`src/rtl/seq_det_pkg.sv`:
```
`default_nettype none
// ============================================================================
//  Module      : seq_det_pkg
//  Description : Shared types and helpers for the programmable sequence
//                detector (state encoding, length-width and mask helpers).
//  Revision    : 1.0 - initial release
// ============================================================================
package seq_det_pkg;

    typedef enum logic [1:0] {
        ST_IDLE = 2'b00,
        ST_LOAD = 2'b01,
        ST_RUN  = 2'b10
    } state_t;

    // Widest pattern the helpers support (MAX_LEN upper bound).
    localparam int c_MASK_W = 16;

    function automatic int calc_len_w(input int max_len);
        return $clog2(max_len) + 1;
    endfunction

    function automatic logic [c_MASK_W-1:0] len_mask(input logic [4:0] len);
        logic [c_MASK_W-1:0] m;
        m = '0;
        for (int i = 0; i < c_MASK_W; i++) begin
            if (i < int'(len)) m[i] = 1'b1;
        end
        return m;
    endfunction

endpackage
`default_nettype wire

```
`src/rtl/seq_detect_ctrl_if.sv`:
```
`default_nettype none
// ============================================================================
//  Module      : seq_detect_ctrl_if
//  Description : Host configuration, serial bit stream and status bundle of
//                the sequence detector controller.
//  Revision    : 1.0 - initial release
// ============================================================================
interface seq_detect_ctrl_if #(
    parameter  int MAX_LEN = 8,
    parameter  int CNT_W   = 8,
    localparam int LEN_W   = seq_det_pkg::calc_len_w(MAX_LEN)
);
    logic               cfg_valid;
    logic               cfg_ready;
    logic [MAX_LEN-1:0] cfg_pattern;
    logic [LEN_W-1:0]   cfg_len;
    logic               cfg_overlap;
    logic               cfg_err;
    logic               bit_valid;
    logic               bit_in;
    logic               clr_count;
    logic               armed;
    logic               match;
    logic [CNT_W-1:0]   match_count;

    modport master (
        output cfg_valid, cfg_pattern, cfg_len, cfg_overlap,
        output bit_valid, bit_in, clr_count,
        input  cfg_ready, cfg_err, armed, match, match_count
    );

    modport slave (
        input  cfg_valid, cfg_pattern, cfg_len, cfg_overlap,
        input  bit_valid, bit_in, clr_count,
        output cfg_ready, cfg_err, armed, match, match_count
    );
endinterface
`default_nettype wire

```
`src/rtl/seq_match_core.sv`:
```
`default_nettype none
// ============================================================================
//  Module      : seq_match_core
//  Description : Bit history, fill tracking and masked pattern compare.
//  Revision    : 1.0 - initial release
// ============================================================================
module seq_match_core
    import seq_det_pkg::*;
#(
    parameter int MAX_LEN = 8,
    parameter int LEN_W   = 4
) (
    input  wire logic               clk,
    input  wire logic               reset,
    input  wire logic               bit_stb,
    input  wire logic               clear,
    input  wire logic [LEN_W-1:0]   len,
    input  wire logic               overlap,
    input  wire logic [MAX_LEN-1:0] pattern,
    input  wire logic               bit_in,
    output logic                    hit
);

    logic [MAX_LEN-1:0] r_hist;
    logic [LEN_W-1:0]   r_fill;
    logic [MAX_LEN-1:0] w_cand;
    logic [MAX_LEN-1:0] w_mask;
    logic [LEN_W-1:0]   w_fill_inc;

    assign w_cand     = {r_hist[MAX_LEN-2:0], bit_in};
    assign w_mask     = MAX_LEN'(len_mask(5'(len)));
    assign w_fill_inc = r_fill + LEN_W'(1);

    // fill gates the compare so stale history never produces a hit
    assign hit = bit_stb && (w_fill_inc >= len) &&
                 (((w_cand ^ pattern) & w_mask) == '0);

    always_ff @(posedge clk or posedge reset) begin
        if (reset) begin
            r_hist <= '0;
            r_fill <= '0;
        end else if (clear) begin
            r_hist <= '0;
            r_fill <= '0;
        end else if (bit_stb) begin
            r_hist <= w_cand;
            if (hit && !overlap)
                r_fill <= '0;
            else if (w_fill_inc > len)
                r_fill <= len;
            else
                r_fill <= w_fill_inc;
        end
    end

endmodule
`default_nettype wire

```
`src/rtl/seq_detect_ctrl.sv`:
```
`default_nettype none
// ============================================================================
//  Module      : seq_detect_ctrl
//  Description : Programmable serial pattern detector: config handshake,
//                IDLE/LOAD/RUN sequencing and saturating match counter.
//  Revision    : 1.0 - initial release
// ============================================================================
module seq_detect_ctrl
    import seq_det_pkg::*;
#(
    parameter int MAX_LEN = 8,
    parameter int CNT_W   = 8
) (
    input  wire logic         clk,
    input  wire logic         reset,
    seq_detect_ctrl_if.slave  bus
);

    localparam int LEN_W = calc_len_w(MAX_LEN);

    state_t             r_state;
    state_t             w_state_nxt;
    logic [MAX_LEN-1:0] r_pattern;
    logic [LEN_W-1:0]   r_len;
    logic               r_overlap;
    logic               r_cfg_err;
    logic               r_match;
    logic [CNT_W-1:0]   r_count;

    logic w_cfg_ready;
    logic w_armed;
    logic w_len_ok;
    logic w_cfg_acc;
    logic w_cfg_load;
    logic w_bit_stb;
    logic w_core_clr;
    logic w_hit;

    assign w_len_ok   = (bus.cfg_len != '0) && (bus.cfg_len <= LEN_W'(MAX_LEN));
    assign w_cfg_acc  = bus.cfg_valid && w_cfg_ready;
    assign w_cfg_load = w_cfg_acc && w_len_ok;

    always_comb begin
        w_state_nxt = r_state;
        w_cfg_ready = 1'b1;
        w_armed     = 1'b0;
        w_bit_stb   = 1'b0;
        w_core_clr  = 1'b0;
        case (r_state)
            ST_IDLE: begin
                if (w_cfg_load) w_state_nxt = ST_LOAD;
            end
            ST_LOAD: begin
                w_cfg_ready = 1'b0;
                w_core_clr  = 1'b1;
                w_state_nxt = ST_RUN;
            end
            ST_RUN: begin
                w_armed = 1'b1;
                // a reconfiguration in the same cycle discards the bit
                w_bit_stb = bus.bit_valid && !w_cfg_load;
                if (w_cfg_load) w_state_nxt = ST_LOAD;
            end
            default: w_state_nxt = ST_IDLE;
        endcase
    end

    always_ff @(posedge clk or posedge reset) begin
        if (reset) begin
            r_state   <= ST_IDLE;
            r_pattern <= '0;
            r_len     <= '0;
            r_overlap <= 1'b0;
            r_cfg_err <= 1'b0;
            r_match   <= 1'b0;
            r_count   <= '0;
        end else begin
            r_state   <= w_state_nxt;
            r_cfg_err <= w_cfg_acc && !w_len_ok;
            r_match   <= w_hit;
            if (w_cfg_load) begin
                r_pattern <= bus.cfg_pattern;
                r_len     <= bus.cfg_len;
                r_overlap <= bus.cfg_overlap;
            end
            if (bus.clr_count)
                r_count <= '0;
            else if (w_hit && (r_count != '1))
                r_count <= r_count + CNT_W'(1);
        end
    end

    seq_match_core #(
        .MAX_LEN (MAX_LEN),
        .LEN_W   (LEN_W)
    ) u_core (
        .clk     (clk),
        .reset   (reset),
        .bit_stb (w_bit_stb),
        .clear   (w_core_clr),
        .len     (r_len),
        .overlap (r_overlap),
        .pattern (r_pattern),
        .bit_in  (bus.bit_in),
        .hit     (w_hit)
    );

    assign bus.cfg_ready   = w_cfg_ready;
    assign bus.armed       = w_armed;
    assign bus.cfg_err     = r_cfg_err;
    assign bus.match       = r_match;
    assign bus.match_count = r_count;

endmodule
`default_nettype wire

```
`src/flat_wrapper.sv`:
```
// flat-port wrapper written by rule: the top's interface ports become plain ports
module seq_detect_ctrl_flat import seq_det_pkg::*;
#(
    parameter int MAX_LEN = 8,
    parameter int CNT_W   = 8
)
  (clk, reset, bus_cfg_valid, bus_cfg_pattern, bus_cfg_len, bus_cfg_overlap, bus_bit_valid, bus_bit_in, bus_clr_count, bus_cfg_ready, bus_cfg_err, bus_armed, bus_match, bus_match_count);
  seq_detect_ctrl_if #(.MAX_LEN(MAX_LEN), .CNT_W(CNT_W)) bus_i ();
  input  wire logic clk;
  input  wire logic reset;
  input wire logic [$bits(bus_i.cfg_valid)-1:0] bus_cfg_valid;
  input wire logic [$bits(bus_i.cfg_pattern)-1:0] bus_cfg_pattern;
  input wire logic [$bits(bus_i.cfg_len)-1:0] bus_cfg_len;
  input wire logic [$bits(bus_i.cfg_overlap)-1:0] bus_cfg_overlap;
  input wire logic [$bits(bus_i.bit_valid)-1:0] bus_bit_valid;
  input wire logic [$bits(bus_i.bit_in)-1:0] bus_bit_in;
  input wire logic [$bits(bus_i.clr_count)-1:0] bus_clr_count;
  output wire logic [$bits(bus_i.cfg_ready)-1:0] bus_cfg_ready;
  output wire logic [$bits(bus_i.cfg_err)-1:0] bus_cfg_err;
  output wire logic [$bits(bus_i.armed)-1:0] bus_armed;
  output wire logic [$bits(bus_i.match)-1:0] bus_match;
  output wire logic [$bits(bus_i.match_count)-1:0] bus_match_count;
  assign bus_i.cfg_valid = bus_cfg_valid;
  assign bus_i.cfg_pattern = bus_cfg_pattern;
  assign bus_i.cfg_len = bus_cfg_len;
  assign bus_i.cfg_overlap = bus_cfg_overlap;
  assign bus_i.bit_valid = bus_bit_valid;
  assign bus_i.bit_in = bus_bit_in;
  assign bus_i.clr_count = bus_clr_count;
  assign bus_cfg_ready = bus_i.cfg_ready;
  assign bus_cfg_err = bus_i.cfg_err;
  assign bus_armed = bus_i.armed;
  assign bus_match = bus_i.match;
  assign bus_match_count = bus_i.match_count;
  seq_detect_ctrl #(.MAX_LEN(MAX_LEN), .CNT_W(CNT_W)) u_core (.clk(clk), .reset(reset), .bus(bus_i));
endmodule
```
`config.mk`:
```
export PLATFORM = sky130hd
export DESIGN_NAME = seq_detect_ctrl_flat
export DESIGN_NICKNAME = d
export VERILOG_FILES = /design/src/rtl/seq_det_pkg.sv /design/src/rtl/seq_detect_ctrl_if.sv /design/src/rtl/seq_match_core.sv /design/src/rtl/seq_detect_ctrl.sv /design/src/flat_wrapper.sv
export SDC_FILE = /design/constraint.sdc
export NUM_CORES = 1
export LEC_CHECK = 0
export ABC_AREA = 1
export CAP_MARGIN = 30
export CELL_PAD_IN_SITES_DETAIL_PLACEMENT = 1
export CELL_PAD_IN_SITES_GLOBAL_PLACEMENT = 1
export CORE_MARGIN = 2
export CORE_UTILIZATION = 39
export CTS_BUF_LIST = sky130_fd_sc_hd__clkbuf_4 sky130_fd_sc_hd__clkbuf_8 sky130_fd_sc_hd__clkbuf_16
export CTS_CLUSTER_SIZE = 25
export DETAILED_ROUTE_END_ITERATION = 12
export GPL_ROUTABILITY_DRIVEN = 0
export PLACE_DENSITY_LB_ADDON = 0.1
export RECOVER_POWER = 25
export SETUP_SLACK_MARGIN = 0.2
export SYNTH_ARGS = -nofsm -noshare
export SYNTH_HDL_FRONTEND = slang
export SYNTH_SLANG_ARGS = --single-unit
```
`constraint.sdc`:
```
create_clock -name clk -period 2.5 [get_ports clk]
set_input_delay 0.75 -clock clk [delete_from_list [all_inputs] [get_ports clk]]
set_output_delay 0.75 -clock clk [all_outputs]
set_load 0.02 [all_outputs]
```
==> results.md <==
* ANT nets after route at 0
* Global-route congestion overflow total at 0
* Largest net degree at the start of global routing at 37
* Slew Limit Fails at 0
* Post-synth EDFFs at 0
* Uppermost layer routed: met4
* Synth cell types at 26
* Total GRT Usage at 0.1881
* R2r startpoint: u_core.u_core.r_fill[0]
* Power Total at around 0.0019 W
* Met3 wire length at roughly 180 um
* Sequential area share after synthesis at 0.4475
* Antenna diode count at 0
* Stages on worst setup path at 1
* Setup WS post-layout at around 380 ps
* Initial antenna violation count at 0
* Crit. End Element: primary output
* Largest cells by area after synthesis: dfrtp_1 (45%), nand2_1 (12%), inv_1 (7.3%)
* P_leak at 1.352 nW
* Max Freq at roughly 470 MHz
* Number of synthesized register bits at 36
* Cts bufs inserted at 5
* Final hold vios at 0
* Vias in the first global route at approximately 1800
* Die height at around 76 um
* Worst Clk Skew at between 4 and 5 ps
* Max-cap violations at 0
* Met1 WL at ~2200 um
* Status: finished clean
* TNS Setup at 0 ps
* Worst R2R Path Depth at 12
* Die Area at about 5800 um^2
* # IOs at 31
* Post-layout min period at 2122 ps
* Hold Path Origin: u_core.r_state[0]
* Synth Instances at 250
* Dpl ws at roughly 95 ps
* Vias per cell at between 4 and 5
* Clk buf depth at 2
* Worst skew pair latency at slightly below 300 ps
* Ys flop type: dfrtp_1
* Layout cells sized above 1 at 0.1306
* Num rows at 26
* Clock sink count at 36
* CP Data Arrival Time at 1370 ps
* Cell family with most CP delay: buffers and inverters
* Starting Density at 0.3993
* Worst path cell trace: clkdlybuf4s50_1
* Post-synthesis async set-or-reset flop share at 1.000
* Crit path kind: reg -> out
* Fillcell total at 631
* Drt drc at 0
* Nets@finish at approximately 320
* Tightest Pin Transition at between 900 and 1000 ps
* Post-DP Area at around 2400 um^2
* Critical path required time at roughly 1800 ps
* Clk root buf: clkbuf_8
* Worst Hold Class: reg -> reg
* Crit share post-route at 0.8489
* Drt first-iter violations at 66
* Mapped cell area at slightly above 2000 um^2
* PD cells at between 700 and 800 nW/um^2
* Clock-pin slew on the worst setup and hold paths at ~70 ps
* Syn-to-layout area delta at 26.79%
* Endpoint, Worst Hold: u_core.r_state[0]
* Design Area, Final at 2552 um^2
* Final setup fails at 0
* Hold Path Depth at 1
* Chip Width at between 70 and 80 um
* Drt pass-1 iters at 4
* Commonest cells in the netlist: nand2_1 (63), inv_1 (39), dfrtp_1 (36)
* H-tree Lvls at 2
* Drt wl/cell at between 10 and 15 um
* Critical Path Max Stage Delay at between 600 and 700 ps
* Syn nets at about 280
* Port buffer count at 30
* Reg-to-Reg End: u_core.bus.match_count[0]
* RSZ-0062 raised after global routing: no
* Top-area cell type share of the netlist area at 0.4475
* Global-route wire length before repair at 8093 um
* Slew margin rel. at 0.3924
* Post-synthesis average cell area at a little over 8 um^2
* Met2 Wirelength at 2242 um
* CTS tree: built
* Total number of vias at between 1500 and 2000
* DP Wirelength at about 3500 um
* DRT Wirelength at around 4700 um
* Startpoint types: flip-flop
* Synth area leader: dfrtp_1
* Worst-path maximum fanout at 5
* Yosys warnings at 0
* Top-count cell post-synth: nand2_1
* Reg2reg setup slack at between 400 and 500 ps
* Core area at 5042 um^2
* CP max stage cell: clkdlybuf4s50_1
* CP Buf/Inv Count at 1
* Hold-fix buffers, CTS at 0
* VDD IR max at 0.3501 mV
## cell type report
| type | count | area, um^2 | share of cell area |
|---|---|---|---|
| Clock buffer | 6 | 82.58 | 0.03235 |
| Clock inverter | 2 | 10.01 | 0.003922 |
| Inverter | 40 | 150.1 | 0.05882 |
| Multi-Input combinational cell | 171 | 973.4 | 0.3814 |
| Sequential cell | 36 | 900.9 | 0.3529 |
| Tap cell | 70 | 87.58 | 0.03431 |
| Timing Repair Buffer | 36 | 347.8 | 0.1363 |
## power by group
group	total, W	internal [W]	switching, W	leakage, nW
Combinational	0.000756	0.000296	0.000459	0.836
Sequential	0.000740	0.000672	0.0000675	0.465
Clock	0.000438	0.000220	0.000218	0.0510
## logic make-up (layout without fill, tap and decap cells)
family / Yosys count / in the layout / synth area share
buffers and inverters: 43 / 84 / 0.08203
xor gates and xnor gates: 9 / 9 / 0.03916
muxes: 5 / 5 / 0.02797
AOI/OAI and AO/OA: 25 / 25 / 0.06650
DFF: 36 / 36 / 0.4475
adders and majority gates: 6 / 6 / 0.03729
and+or+nand+nor: 126 / 126 / 0.2996
## stage by stage
| step | utilization | cells | hold slack, ps |
|---|---|---|---|
| 2_1_floorplan | - | 250 | 403.2 |
| 3_3_place_gp | 0.4792 | 351 | 413.5 |
| 3_5_place_dp | 0.4792 | 351 | 416.6 |
| 4_1_cts | 0.4975 | 359 | 427.4 |
| 5_1_grt | 0.5062 | 361 | 458.4 |
| 6_report | 0.5062 | 361 | 425.4 |
## worst max-delay path by stage
stage                                    from                        end
floorplan             u_core.u_core.r_fill[0]  u_core.bus.match_count[6]
global placement               bus_cfg_len[0]  u_core.bus.match_count[4]
detailed placement             bus_cfg_len[1]  u_core.bus.match_count[0]
CTS                         u_core.r_state[0]              bus_cfg_ready
global route          u_core.u_core.r_fill[0]    u_core.u_core.r_fill[3]
finish              u_core.bus.match_count[6]         bus_match_count[6]
## layout by cell type, fill, tap and decap left out, types with 6 or more instances in the layout
cell type and n:
a21oi_1 9, nand2_1 62, xor2_1 6, dfrtp_1 36
clkbuf_8 6, nand3_1 21, clkdlybuf4s50_1 27, nor2_1 16
nand4_1 9, inv_1 39, o21ai_0 10
## metal layers
layer | vias to the layer above | GRT usage
met1 | 826 | 0.2419
li1 | 877 | -
met5 | - | 0
met3 | 6 | 0.04233
met2 | 32 | 0.3103
met4 | 0 | 0.06628
## sequential cells by signal, indices dropped and copies added, names as in the netlist
| signal | count |
|---|---|
| u_core.bus.match | 1 |
| u_core.u_core.r_fill | 4 |
| u_core.r_len | 4 |
| u_core.r_overlap | 1 |
| u_core.r_state | 2 |
| u_core.bus.match_count | 8 |
| u_core.bus.cfg_err | 1 |
| u_core.u_core.r_hist | 7 |
| u_core.r_pattern | 8 |
## timing repair
action / in CTS / in global routing
endpoints found under the setup margin: 0 / 14
buffers inserted: 0 / 2
gates resized for setup: 0 / 7
Power figures use the tool's default switching activity.
